--- config.mk ---
export PLATFORM = sky130hd
export DESIGN_NAME = mc_ctrl_fsm
export DESIGN_NICKNAME = d
export VERILOG_FILES = /design/src/rtl/mips_ctrl_pkg.sv /design/src/rtl/mc_wait_timer.sv /design/src/rtl/mc_ctrl_fsm.sv
export SDC_FILE = /design/constraint.sdc
export NUM_CORES = 1
export LEC_CHECK = 0
export CORE_MARGIN = 2
export CORE_UTILIZATION = 44
export CTS_CLUSTER_DIAMETER = 60
export DETAILED_ROUTE_END_ITERATION = 6
export GPL_TIMING_DRIVEN = 0
export PLACE_DENSITY = 0.8
export SYNTH_ARGS = -nofsm -noshare
export SYNTH_HDL_FRONTEND = slang
export SYNTH_SLANG_ARGS = --single-unit
--- constraint.sdc ---
create_clock -name clk -period 2.3 [get_ports clk]
set_clock_uncertainty 0.15 [all_clocks]
set_input_delay 0.23 -clock clk [delete_from_list [all_inputs] [get_ports clk]]
set_output_delay 0.23 -clock clk [all_outputs]
set_load 0.005 [all_outputs]
--- src/rtl/mips_ctrl_pkg.sv ---
// Shared encodings for the MIPS32 multi-cycle control sequencer.
// Optional ADDI support is built only when MC_ADDI_EN is defined.
package mips_ctrl_pkg;

  typedef enum logic [3:0] {
    ST_IDLE    = 4'd0,
    ST_FETCH   = 4'd1,
    ST_DECODE  = 4'd2,
    ST_MEMADR  = 4'd3,
    ST_MEMRD   = 4'd4,
    ST_MEMWB   = 4'd5,
    ST_MEMWR   = 4'd6,
    ST_EXEC    = 4'd7,
    ST_RWB     = 4'd8,
    ST_BRANCH  = 4'd9,
    ST_JUMP    = 4'd10,
`ifdef MC_ADDI_EN
    ST_TRAP    = 4'd12,
    ST_ADDI_EX = 4'd13,
    ST_ADDI_WB = 4'd14
`else
    ST_TRAP    = 4'd12
`endif
  } state_t;

  localparam logic [5:0] OP_RTYPE = 6'h00;
  localparam logic [5:0] OP_J     = 6'h02;
  localparam logic [5:0] OP_BEQ   = 6'h04;
  localparam logic [5:0] OP_ADDI  = 6'h08;
  localparam logic [5:0] OP_LW    = 6'h23;
  localparam logic [5:0] OP_SW    = 6'h2B;

  localparam logic [1:0] ALUB_RT     = 2'b00;
  localparam logic [1:0] ALUB_FOUR   = 2'b01;
  localparam logic [1:0] ALUB_IMM    = 2'b10;
  localparam logic [1:0] ALUB_IMM_SH = 2'b11;

  localparam logic [1:0] ALUOP_ADD   = 2'b00;
  localparam logic [1:0] ALUOP_SUB   = 2'b01;
  localparam logic [1:0] ALUOP_FUNCT = 2'b10;

  localparam logic [1:0] PCSRC_ALU    = 2'b00;
  localparam logic [1:0] PCSRC_BRANCH = 2'b01;
  localparam logic [1:0] PCSRC_JUMP   = 2'b10;

  localparam logic [1:0] CAUSE_NONE    = 2'b00;
  localparam logic [1:0] CAUSE_ILLEGAL = 2'b01;
  localparam logic [1:0] CAUSE_TIMEOUT = 2'b10;

  // Registered per-state strobes; ir_we and the ack/zero-gated pc_we live in the top.
  typedef struct packed {
    logic       mem_req;
    logic       mem_we;
    logic       iord;
    logic       pc_we;
    logic [1:0] pc_src;
    logic       alu_src_a;
    logic [1:0] alu_src_b;
    logic [1:0] alu_op;
    logic       reg_dst;
    logic       mem2reg;
    logic       reg_we;
  } ctrl_t;

  function automatic ctrl_t ctrl_decode(input state_t s);
    ctrl_t c;
    c = '0;
    case (s)
      ST_FETCH: begin
        c.mem_req   = 1'b1;
        c.alu_src_b = ALUB_FOUR;
      end
      ST_DECODE: c.alu_src_b = ALUB_IMM_SH;
      ST_MEMADR: begin
        c.alu_src_a = 1'b1;
        c.alu_src_b = ALUB_IMM;
      end
      ST_MEMRD: begin
        c.mem_req = 1'b1;
        c.iord    = 1'b1;
      end
      ST_MEMWB: begin
        c.mem2reg = 1'b1;
        c.reg_we  = 1'b1;
      end
      ST_MEMWR: begin
        c.mem_req = 1'b1;
        c.mem_we  = 1'b1;
        c.iord    = 1'b1;
      end
      ST_EXEC: begin
        c.alu_src_a = 1'b1;
        c.alu_src_b = ALUB_RT;
        c.alu_op    = ALUOP_FUNCT;
      end
      ST_RWB: begin
        c.reg_dst = 1'b1;
        c.reg_we  = 1'b1;
      end
      ST_BRANCH: begin
        c.alu_src_a = 1'b1;
        c.alu_src_b = ALUB_RT;
        c.alu_op    = ALUOP_SUB;
        c.pc_src    = PCSRC_BRANCH;
      end
      ST_JUMP: begin
        c.pc_src = PCSRC_JUMP;
        c.pc_we  = 1'b1;
      end
`ifdef MC_ADDI_EN
      ST_ADDI_EX: begin
        c.alu_src_a = 1'b1;
        c.alu_src_b = ALUB_IMM;
      end
      ST_ADDI_WB: c.reg_we = 1'b1;
`endif
      default: c = '0;
    endcase
    return c;
  endfunction

  function automatic logic is_mem_state(input state_t s);
    return (s == ST_FETCH) || (s == ST_MEMRD) || (s == ST_MEMWR);
  endfunction

endpackage

--- src/rtl/mc_wait_timer.sv ---
// Memory wait timer: counts unacknowledged request cycles and flags expiry
// on the last permitted cycle so the sequencer can trap instead of waiting.
module mc_wait_timer #(
  parameter int TIMEOUT_CYC = 16,
  parameter int TW          = 5
) (
  input  logic clk,
  input  logic rst_n,
  input  logic i_clear,
  input  logic i_inc,
  output logic o_expire
);

  logic [TW-1:0] r_count;

  always_ff @(posedge clk or negedge rst_n) begin
    if (!rst_n) begin
      r_count <= '0;
    end else if (i_clear) begin
      r_count <= '0;
    end else if (i_inc) begin
      r_count <= r_count + 1'b1;
    end
  end

  // An ack on this cycle drops i_inc, so a late-but-in-time ack never expires.
  assign o_expire = i_inc && (r_count == TW'(TIMEOUT_CYC - 1));

endmodule

--- src/rtl/mc_ctrl_fsm.sv ---
// Multi-cycle MIPS32 control sequencer (lw, sw, R-type, beq, j; addi with MC_ADDI_EN).
// Illegal opcodes and memory timeouts park the machine in a sticky trap.
module mc_ctrl_fsm
  import mips_ctrl_pkg::*;
#(
  parameter int TIMEOUT_CYC = 16,
  parameter int TW          = 5
) (
  input  logic       clk,
  input  logic       rst_n,
  input  logic [5:0] opcode,
  input  logic       zero,
  input  logic       mem_ack,
  output logic       mem_req,
  output logic       mem_we,
  output logic       iord,
  output logic       ir_we,
  output logic       pc_we,
  output logic [1:0] pc_src,
  output logic       alu_src_a,
  output logic [1:0] alu_src_b,
  output logic [1:0] alu_op,
  output logic       reg_dst,
  output logic       mem2reg,
  output logic       reg_we,
  output logic       trap,
  output logic [1:0] trap_cause,
  output logic [3:0] state_o
);

  state_t     r_state;
  state_t     w_next;
  ctrl_t      r_ctrl;
  logic       r_trap;
  logic [1:0] r_cause;
  logic [1:0] w_cause;
  logic       w_expire;
  logic       w_inc;
  logic       w_clear;
  logic       w_in_fetch;
  logic       w_in_branch;

  always_comb begin
    w_next  = r_state;
    w_cause = CAUSE_NONE;
    case (r_state)
      ST_IDLE:   w_next = ST_FETCH;
      ST_FETCH: begin
        if (mem_ack) begin
          w_next = ST_DECODE;
        end else if (w_expire) begin
          w_next  = ST_TRAP;
          w_cause = CAUSE_TIMEOUT;
        end
      end
      ST_DECODE: begin
        case (opcode)
          OP_LW, OP_SW: w_next = ST_MEMADR;
          OP_RTYPE:     w_next = ST_EXEC;
          OP_BEQ:       w_next = ST_BRANCH;
          OP_J:         w_next = ST_JUMP;
`ifdef MC_ADDI_EN
          OP_ADDI:      w_next = ST_ADDI_EX;
`endif
          default: begin
            w_next  = ST_TRAP;
            w_cause = CAUSE_ILLEGAL;
          end
        endcase
      end
      ST_MEMADR: w_next = (opcode == OP_LW) ? ST_MEMRD : ST_MEMWR;
      ST_MEMRD: begin
        if (mem_ack) begin
          w_next = ST_MEMWB;
        end else if (w_expire) begin
          w_next  = ST_TRAP;
          w_cause = CAUSE_TIMEOUT;
        end
      end
      ST_MEMWB:  w_next = ST_FETCH;
      ST_MEMWR: begin
        if (mem_ack) begin
          w_next = ST_FETCH;
        end else if (w_expire) begin
          w_next  = ST_TRAP;
          w_cause = CAUSE_TIMEOUT;
        end
      end
      ST_EXEC:   w_next = ST_RWB;
      ST_RWB:    w_next = ST_FETCH;
      ST_BRANCH: w_next = ST_FETCH;
      ST_JUMP:   w_next = ST_FETCH;
`ifdef MC_ADDI_EN
      ST_ADDI_EX: w_next = ST_ADDI_WB;
      ST_ADDI_WB: w_next = ST_FETCH;
`endif
      ST_TRAP:   w_next = ST_TRAP;
      default:   w_next = ST_IDLE;
    endcase
  end

  // Strobes are registered against the next state so they line up with r_state.
  always_ff @(posedge clk or negedge rst_n) begin
    if (!rst_n) begin
      r_state <= ST_IDLE;
      r_ctrl  <= '0;
      r_trap  <= 1'b0;
      r_cause <= CAUSE_NONE;
    end else begin
      r_state <= w_next;
      r_ctrl  <= ctrl_decode(w_next);
      r_trap  <= r_trap | (w_next == ST_TRAP);
      if (w_cause != CAUSE_NONE) begin
        r_cause <= w_cause;
      end
    end
  end

  assign w_inc   = r_ctrl.mem_req & ~mem_ack;
  assign w_clear = mem_ack | (is_mem_state(w_next) && (w_next != r_state));

  mc_wait_timer #(
    .TIMEOUT_CYC(TIMEOUT_CYC),
    .TW         (TW)
  ) u_wait_timer (
    .clk     (clk),
    .rst_n   (rst_n),
    .i_clear (w_clear),
    .i_inc   (w_inc),
    .o_expire(w_expire)
  );

  assign w_in_fetch  = (r_state == ST_FETCH);
  assign w_in_branch = (r_state == ST_BRANCH);

  assign mem_req    = r_ctrl.mem_req;
  assign mem_we     = r_ctrl.mem_we;
  assign iord       = r_ctrl.iord;
  assign ir_we      = w_in_fetch & mem_ack;
  assign pc_we      = r_ctrl.pc_we | (w_in_fetch & mem_ack) | (w_in_branch & zero);
  assign pc_src     = r_ctrl.pc_src;
  assign alu_src_a  = r_ctrl.alu_src_a;
  assign alu_src_b  = r_ctrl.alu_src_b;
  assign alu_op     = r_ctrl.alu_op;
  assign reg_dst    = r_ctrl.reg_dst;
  assign mem2reg    = r_ctrl.mem2reg;
  assign reg_we     = r_ctrl.reg_we;
  assign trap       = r_trap;
  assign trap_cause = r_cause;
  assign state_o    = r_state;

endmodule

**Word level (Yosys, flattened, before mapping)**

Cells that the tools add are included.

- Memories: 0
- Bits in read-only memories: 0
- Input bits: 10
- RAM bits: 0
- Latch bits: 0
- Flip-flop bits (word level): 26
- Word-level logic and storage cells: 92

- Eq/ne operators: 28
- Order comparisons: 0
- Divide/modulo/power cells: 0
- Add/subtract/negate cells: 1
- Bitwise gates (word level): 8
- Multipliers: 0
- Muxes and demuxes: 24
- Reductions and logical operators: 16
- Shifts and indexed selects: 0

Operator list:

| kind | count |
|---|---|
| $eq A4 B3 Y1 const B | 8 |
| $eq A4 B4 Y1 const B | 8 |
| $pmux W4 S8 | 1 |
| $eq A4 B2 Y1 const B | 4 |
| $mux W4 | 4 |
| $pmux W4 S4 | 1 |
| $eq A6 B6 Y1 const B | 2 |
| $pmux W2 S2 | 3 |
| $mux W5 | 2 |
| $reduce_or A5 Y1 | 2 |
| $mux W1 | 9 |
| $reduce_or A3 Y1 | 3 |
| $eq A4 B1 Y1 const B | 2 |
| $eq A6 B2 Y1 const B | 1 |
| $eq A6 B3 Y1 const B | 1 |
| $logic_not A6 Y1 | 1 |
| $mux W2 | 3 |
| $pmux W2 S3 | 1 |
| $reduce_or A2 Y1 | 3 |
| $add A5 B1 Y5 const B | 1 |
| $eq A5 B4 Y1 const B | 1 |
| $logic_not A4 Y1 | 1 |
| $ne A4 B4 Y1 | 1 |
| $or A1 B1 Y1 | 4 |
| 5 further kinds | 10 |

**Logic depth before layout (Yosys ltp)**

- Depth after elaboration: 12
- Mapped depth: 9

**Hierarchy**

From an unflattened synthesis, not the netlist that was laid out.

- Cell total of the unflattened synthesis: 140
- Area, all modules: 1456.4 µm²

By module, submodules not included:

| module | cells an instance | area each (µm²) | instances | seq. area each (µm²) |
|---|---|---|---|---|
| mc_ctrl_fsm | 116 | 1171.1 | 1 | 475.5 |
| mc_wait_timer | 24 | 285.3 | 1 | 125.1 |

**Least setup slack after synthesis**

No wires, ideal clock.

- Kind: reg2reg
- From: register u_wait_timer.r_count[0]
- To: register u_wait_timer.r_count[0]
- Required time: 2.014 ns
- Buffers on the path: 0
- Arrival: 2.083 ns
- Slack: -0.069 ns
- Cell stages (with the launch flop): 10
- Setup time: 0.136 ns
- Cell sequence: dfrtp_1 -> ha_1 -> and3_1 -> ha_1 -> a21oi_1 -> a32o_1 -> a311oi_2 -> nand4_1 -> a21oi_4 -> a211oi_1

- Cells in the longest elaborated chain, start to end: 11

Ends and longest elaborated chain:

| element | RTL line | text |
|---|---|---|
| start, declared | mc_wait_timer.sv:14 | `logic [TW-1:0] r_count;` |
| start signal, assigned | mc_wait_timer.sv:22 | `r_count <= r_count + 1'b1;` |
| $eq A5 B4 Y1 | mc_wait_timer.sv:27 | `assign o_expire = i_inc && (r_count == TW'(TIMEOUT_CYC - 1));` |
| $logic_and A1 B1 Y1 | mc_wait_timer.sv:27 |  |
| $mux W4 | mc_ctrl_fsm.sv:51, mc_ctrl_fsm.sv:75, mc_ctrl_fsm.sv:84 |  |
| $mux W4, on equally long branches | mc_ctrl_fsm.sv:82, mc_ctrl_fsm.sv:49, mc_ctrl_fsm.sv:73 |  |
| $pmux W4 S8 | mc_ctrl_fsm.sv:46 | `case (r_state)` |
| $eq A4 B1 Y1 or $eq A4 B3 Y1 (tied branches) | mips_ctrl_pkg.sv:123 | `return (s == ST_FETCH) \|\| (s == ST_MEMRD) \|\| (s == ST_MEMWR);` |
| $logic_or A1 B1 Y1 (2 in a row) | mips_ctrl_pkg.sv:123 |  |
| $logic_and A1 B1 Y1 | mc_ctrl_fsm.sv:120 | `assign w_clear = mem_ack \| (is_mem_state(w_next) && (w_next != r_state));` |
| $or A1 B1 Y1 | mc_ctrl_fsm.sv:120 |  |
| $mux W5 or $reduce_bool A2 Y1 (tied branches) | n/a |  |

Several ways; a longest one is shown, not always the timed one. The select of a mux whose other input is x is not followed.
A chain may end at the register's enable or synchronous reset.

**Final worst setup path**

- From: register u_wait_timer.r_count[1]
- To: register u_wait_timer.r_count[3]

- Cells in the longest elaborated chain, start to end: 11

Ends and longest elaborated chain:

| element | RTL line | text |
|---|---|---|
| $eq A5 B4 Y1 (*) | mc_wait_timer.sv:27 |  |
| $logic_and A1 B1 Y1 (*) | mc_wait_timer.sv:27 |  |
| $mux W4 (*) | mc_ctrl_fsm.sv:51, mc_ctrl_fsm.sv:75, mc_ctrl_fsm.sv:84 |  |
| $mux W4, on equally long branches | mc_ctrl_fsm.sv:82, mc_ctrl_fsm.sv:49, mc_ctrl_fsm.sv:73 |  |
| $pmux W4 S8 (*) | mc_ctrl_fsm.sv:46 |  |
| net w_next[3] | mc_ctrl_fsm.sv:32 | `state_t w_next;` |
| $eq A4 B1 Y1 or $eq A4 B3 Y1 (tied branches) | mips_ctrl_pkg.sv:123 |  |
| $logic_or A1 B1 Y1 (2 in a row) | mips_ctrl_pkg.sv:123 |  |
| $logic_and A1 B1 Y1 (*) | mc_ctrl_fsm.sv:120 |  |
| $or A1 B1 Y1 (*) | mc_ctrl_fsm.sv:120 |  |
| $mux W5 or $reduce_bool A2 Y1 (tied branches) | n/a |  |

Mark *: on every way through the listed nets, which the timed path passes. The rest lies on a longest branch. The select of a mux whose other input is x is not followed.

==> qor.yml <==
run_status: "finished with violations"
failed_checks: "setup timing"
grt_setup_unrepaired: "yes"
antenna_found_initial: 0
layout.cells.non_filler: 229
timing.critical_path.slowest_cell_delay_ns: 0.42
startpoint_type: "flop"
reg2reg_end: "u_wait_timer.r_count[3]"
cts_tree: "yes"
filler_cell_count: 229
dr_wl_met2_um: 1870
reg2reg_depth: 9
synth_cells: 133
timing.hold.ws_ns: 0.305
worstPathArrival_ns: 2.58
synth_sequential_area_ratio: 0.435
coreArea_um2: 3030
postRouteWirelength_um: 3850
die_area_um2: 3600
post_synth_num_cell_types: 52
first_global_vias: 1247
drt_pre_antenna_iters: 4
multiInputGateArea_um2: 878
cts.reportedPaths.clkPinSlew_ns: 0.15
crit_buf_inv: 0
criticalPathCategory: "flop to flop"
insertedDiodeCount: 0
critical-path-top-delay-family: "compound AO/OA/AOI/OAI gates"
cp_max_fo: 6
timing.max_slew.rel_slack: 0.284
synth_mux_area_frac: 0.00725
synth.avg_cell_area_um2: 10.4
netlist.top_cell.by_area: "sky130_fd_sc_hd__dfrtp_1"
critPathSlowestCell: "sky130_fd_sc_hd__dfrtp_1"
total_power_mw: 2.41
htreeDepth: 1
chip_width_um: 60.0
yosys_warnings: 0
synth_top_flop_cell: "sky130_fd_sc_hd__dfrtp_1"
yosys.area_share.simple: 0.230
clk_root_buffer_cell: "sky130_fd_sc_hd__clkbuf_4"
final-max-slew-violation-count: 0
flops_latches_synth: 24
area_growth_pct: 52.0
synth_fa_ha_area_frac: 0.0181
drt-initial-drc-count: 45
detailroute.wirelength.met3_um: 200
layout_setup_ws_ns: -0.212
timing.final.hold_violations: 0
place.port_buffers: 31
floorplan.io_pins: 32
routability_cong: 0.868
minimum_clock_period_after_layout_ns: 2.51
post-route-cell-area_um2: 2100
post_synthesis_compound_gate_area_fraction: 0.239
synth_xor_xnor_area_share: 0.0254
setup_viol: 12
rows: 20
worstSkewPairLatency_ns: 0.33
maxUsedRoutingLayer: "met4"
timing.fmax_mhz: 398
detail-route-antenna-nets: 0
max-cap-violations: 0
synth_area_um2: 1380
wire_length_of_the_first_global_routing_pass_um: 6120
net_count_after_synthesis: 145
place_area_um2: 1750
detail_route.drc_violations: 0
regToRegSetupSlack_ns: -0.21
num_vias: 1321
wl_per_cell_um: 16.8
worst_pin_slew_ns: 1.07
register_area_um2: 603
globalRouteTotalUtil: 0.228
synth-edff-count: 0
place_hpwl_um: 2350
synth_async_sr_flop_share: 1.00
setup.worst_path.end_class: "flop"
cts-buffers-inserted: 3
dp_slack_ns: -0.561
pwr_density_cell_nw_per_um2: 1150
critical_path_required_ns: 2.37
critical_path_source: "u_wait_timer.r_count[1]"
initial_core_util: 0.456
cts.hold.buffers_added: 0
m1WireLength_um: 1690
grt.overflow.total: 0
critical_path_cell_by_cell: "ha_2 -> and3_4 -> ha_4 -> and3b_2 -> a221o_1 -> a211oi_2 -> o21ai_4 -> a21oi_4 -> a211oi_2"
grt_start_max_net_pins: 25
min-delay-path-class: "primary input to async pin"
synth_top_area_share: 0.435
startpoint_of_the_most_critical_register_to_register_path: "u_wait_timer.r_count[1]"
floorplan.die.height_um: 60.0
power.static_leakage_nw: 0.877
synth_top_family_by_area: "compound AO/OA/AOI/OAI gates"
placed_cells: 208
ctsLongestPathBuffers: 2
synth_top_cells_by_area: "sky130_fd_sc_hd__dfrtp_1 (44%), sky130_fd_sc_hd__a211oi_1 (3.8%), sky130_fd_sc_hd__nor3_1 (2.2%)"
library_cell_appearing_most_often_on_the_critical_path: "sky130_fd_sc_hd__a211oi_2"
drive_above_1_share: 0.362
clock-sinks: 24
nNetsFinal: 198
ratio_of_final_minimum_period_to_clock_period: 1.09
peak_supply_drop_mv: 0.877
route.detailed.vias_per_inst: 5.77
-- state kept, by name, indices dropped and copies added (netlist names) --
name,cells
u_wait_timer.r_count,5
state_o,4
alu_op,2
alu_src_b,2
trap_cause,2
alu_src_a,1
iord,1
mem2reg,1
mem_req,1
mem_we,1
pc_src,1
reg_dst,1
reg_we,1
trap,1
-- cells in the mapped netlist, drive strengths merged, types with 4 or more instances --
cell type and instances:
nand2 5, clkbuf 4, o21ai 5, dfrtp 24, nor3 6, nor2 5
inv 4, a21o 5, a21oi 5, nor2b 4, o21bai 4, a211oi 7
buf 6
-- metal layers --
| layer | track usage | vias up |
|---|---|---|
| met5 | 0 | - |
| met4 | 0.0921 | 0 |
| met1 | 0.324 | 646 |
| li1 | - | 610 |
| met2 | 0.343 | 54 |
| met3 | 0.0368 | 11 |
-- power breakdown --
group          internal (mW)  total, mW  switching [mW]
combinational          0.778       1.59           0.809
clock                 0.0971      0.240           0.142
sequential             0.521      0.582          0.0608
-- final cells by class --
type | count | share of cell area
plain buffers | 10 | 0.0298
clock buffers | 4 | 0.0173
inverters | 4 | 0.00716
multi-input cells | 95 | 0.419
flip-flops and latches | 24 | 0.287
well taps | 44 | 0.0262
repair buffers | 48 | 0.213
-- logic make-up after synthesis --
kind of cell	after synthesis
compound gates	40
xor+xnor	4
fa+ha+maj	2
buf+inv	14
flops	24
mux	1
simple gates	48
-- worst max-delay path by stage --
stage / end / slack [ns] / depth (start not counted)
floorplan: u_wait_timer.r_count[0] / -0.01 / 9
global placement: u_wait_timer.r_count[0] / -0.48 / 7
detailed placement: u_wait_timer.r_count[3] / -0.56 / 7
CTS: u_wait_timer.r_count[3] / -0.20 / 9
global route: u_wait_timer.r_count[4] / -0.28 / 10
finish: u_wait_timer.r_count[3] / -0.21 / 9
-- placed cells by master (no fill, tap or decap), drive strengths merged, types with 3 or more instances in the layout --
cell type / count
a21o: 5
clkbuf: 9
nand2: 5
and3b: 3
nand3: 3
clkdlybuf4s50: 30
dfrtp: 24
nor2b: 4
o21ai: 5
a21oi: 5
nor3: 6
nor2: 5
a211oi: 7
inv: 4
o21bai: 4
buf: 23
-- metrics by stage --
stage               utilization  TNS (ns)
floorplan                     -   -0.0576
global placement          0.579     -4.14
finish                    0.693     -1.82
CTS                       0.647     -1.17
detailed placement        0.579     -5.04
global route              0.693     -2.61
-- worst reg2reg max path, cell delays in order, from the launching register on --
cell                       delay [ns]
sky130_fd_sc_hd__dfrtp_1         0.42
sky130_fd_sc_hd__ha_2            0.20
sky130_fd_sc_hd__and3_4          0.15
sky130_fd_sc_hd__ha_4            0.18
sky130_fd_sc_hd__and3b_2         0.22
sky130_fd_sc_hd__a221o_1         0.30
sky130_fd_sc_hd__a211oi_2        0.24
sky130_fd_sc_hd__o21ai_4         0.15
sky130_fd_sc_hd__a21oi_4         0.27
sky130_fd_sc_hd__a211oi_2        0.12
-- what timing repair did --
action / in CTS / in global routing
endpoints found under the setup margin: 14 / 14
gates resized for setup: 24 / 22
buffers inserted: 11 / 8
pin swaps: 13 / 8
Power figures use the tool's default switching activity.
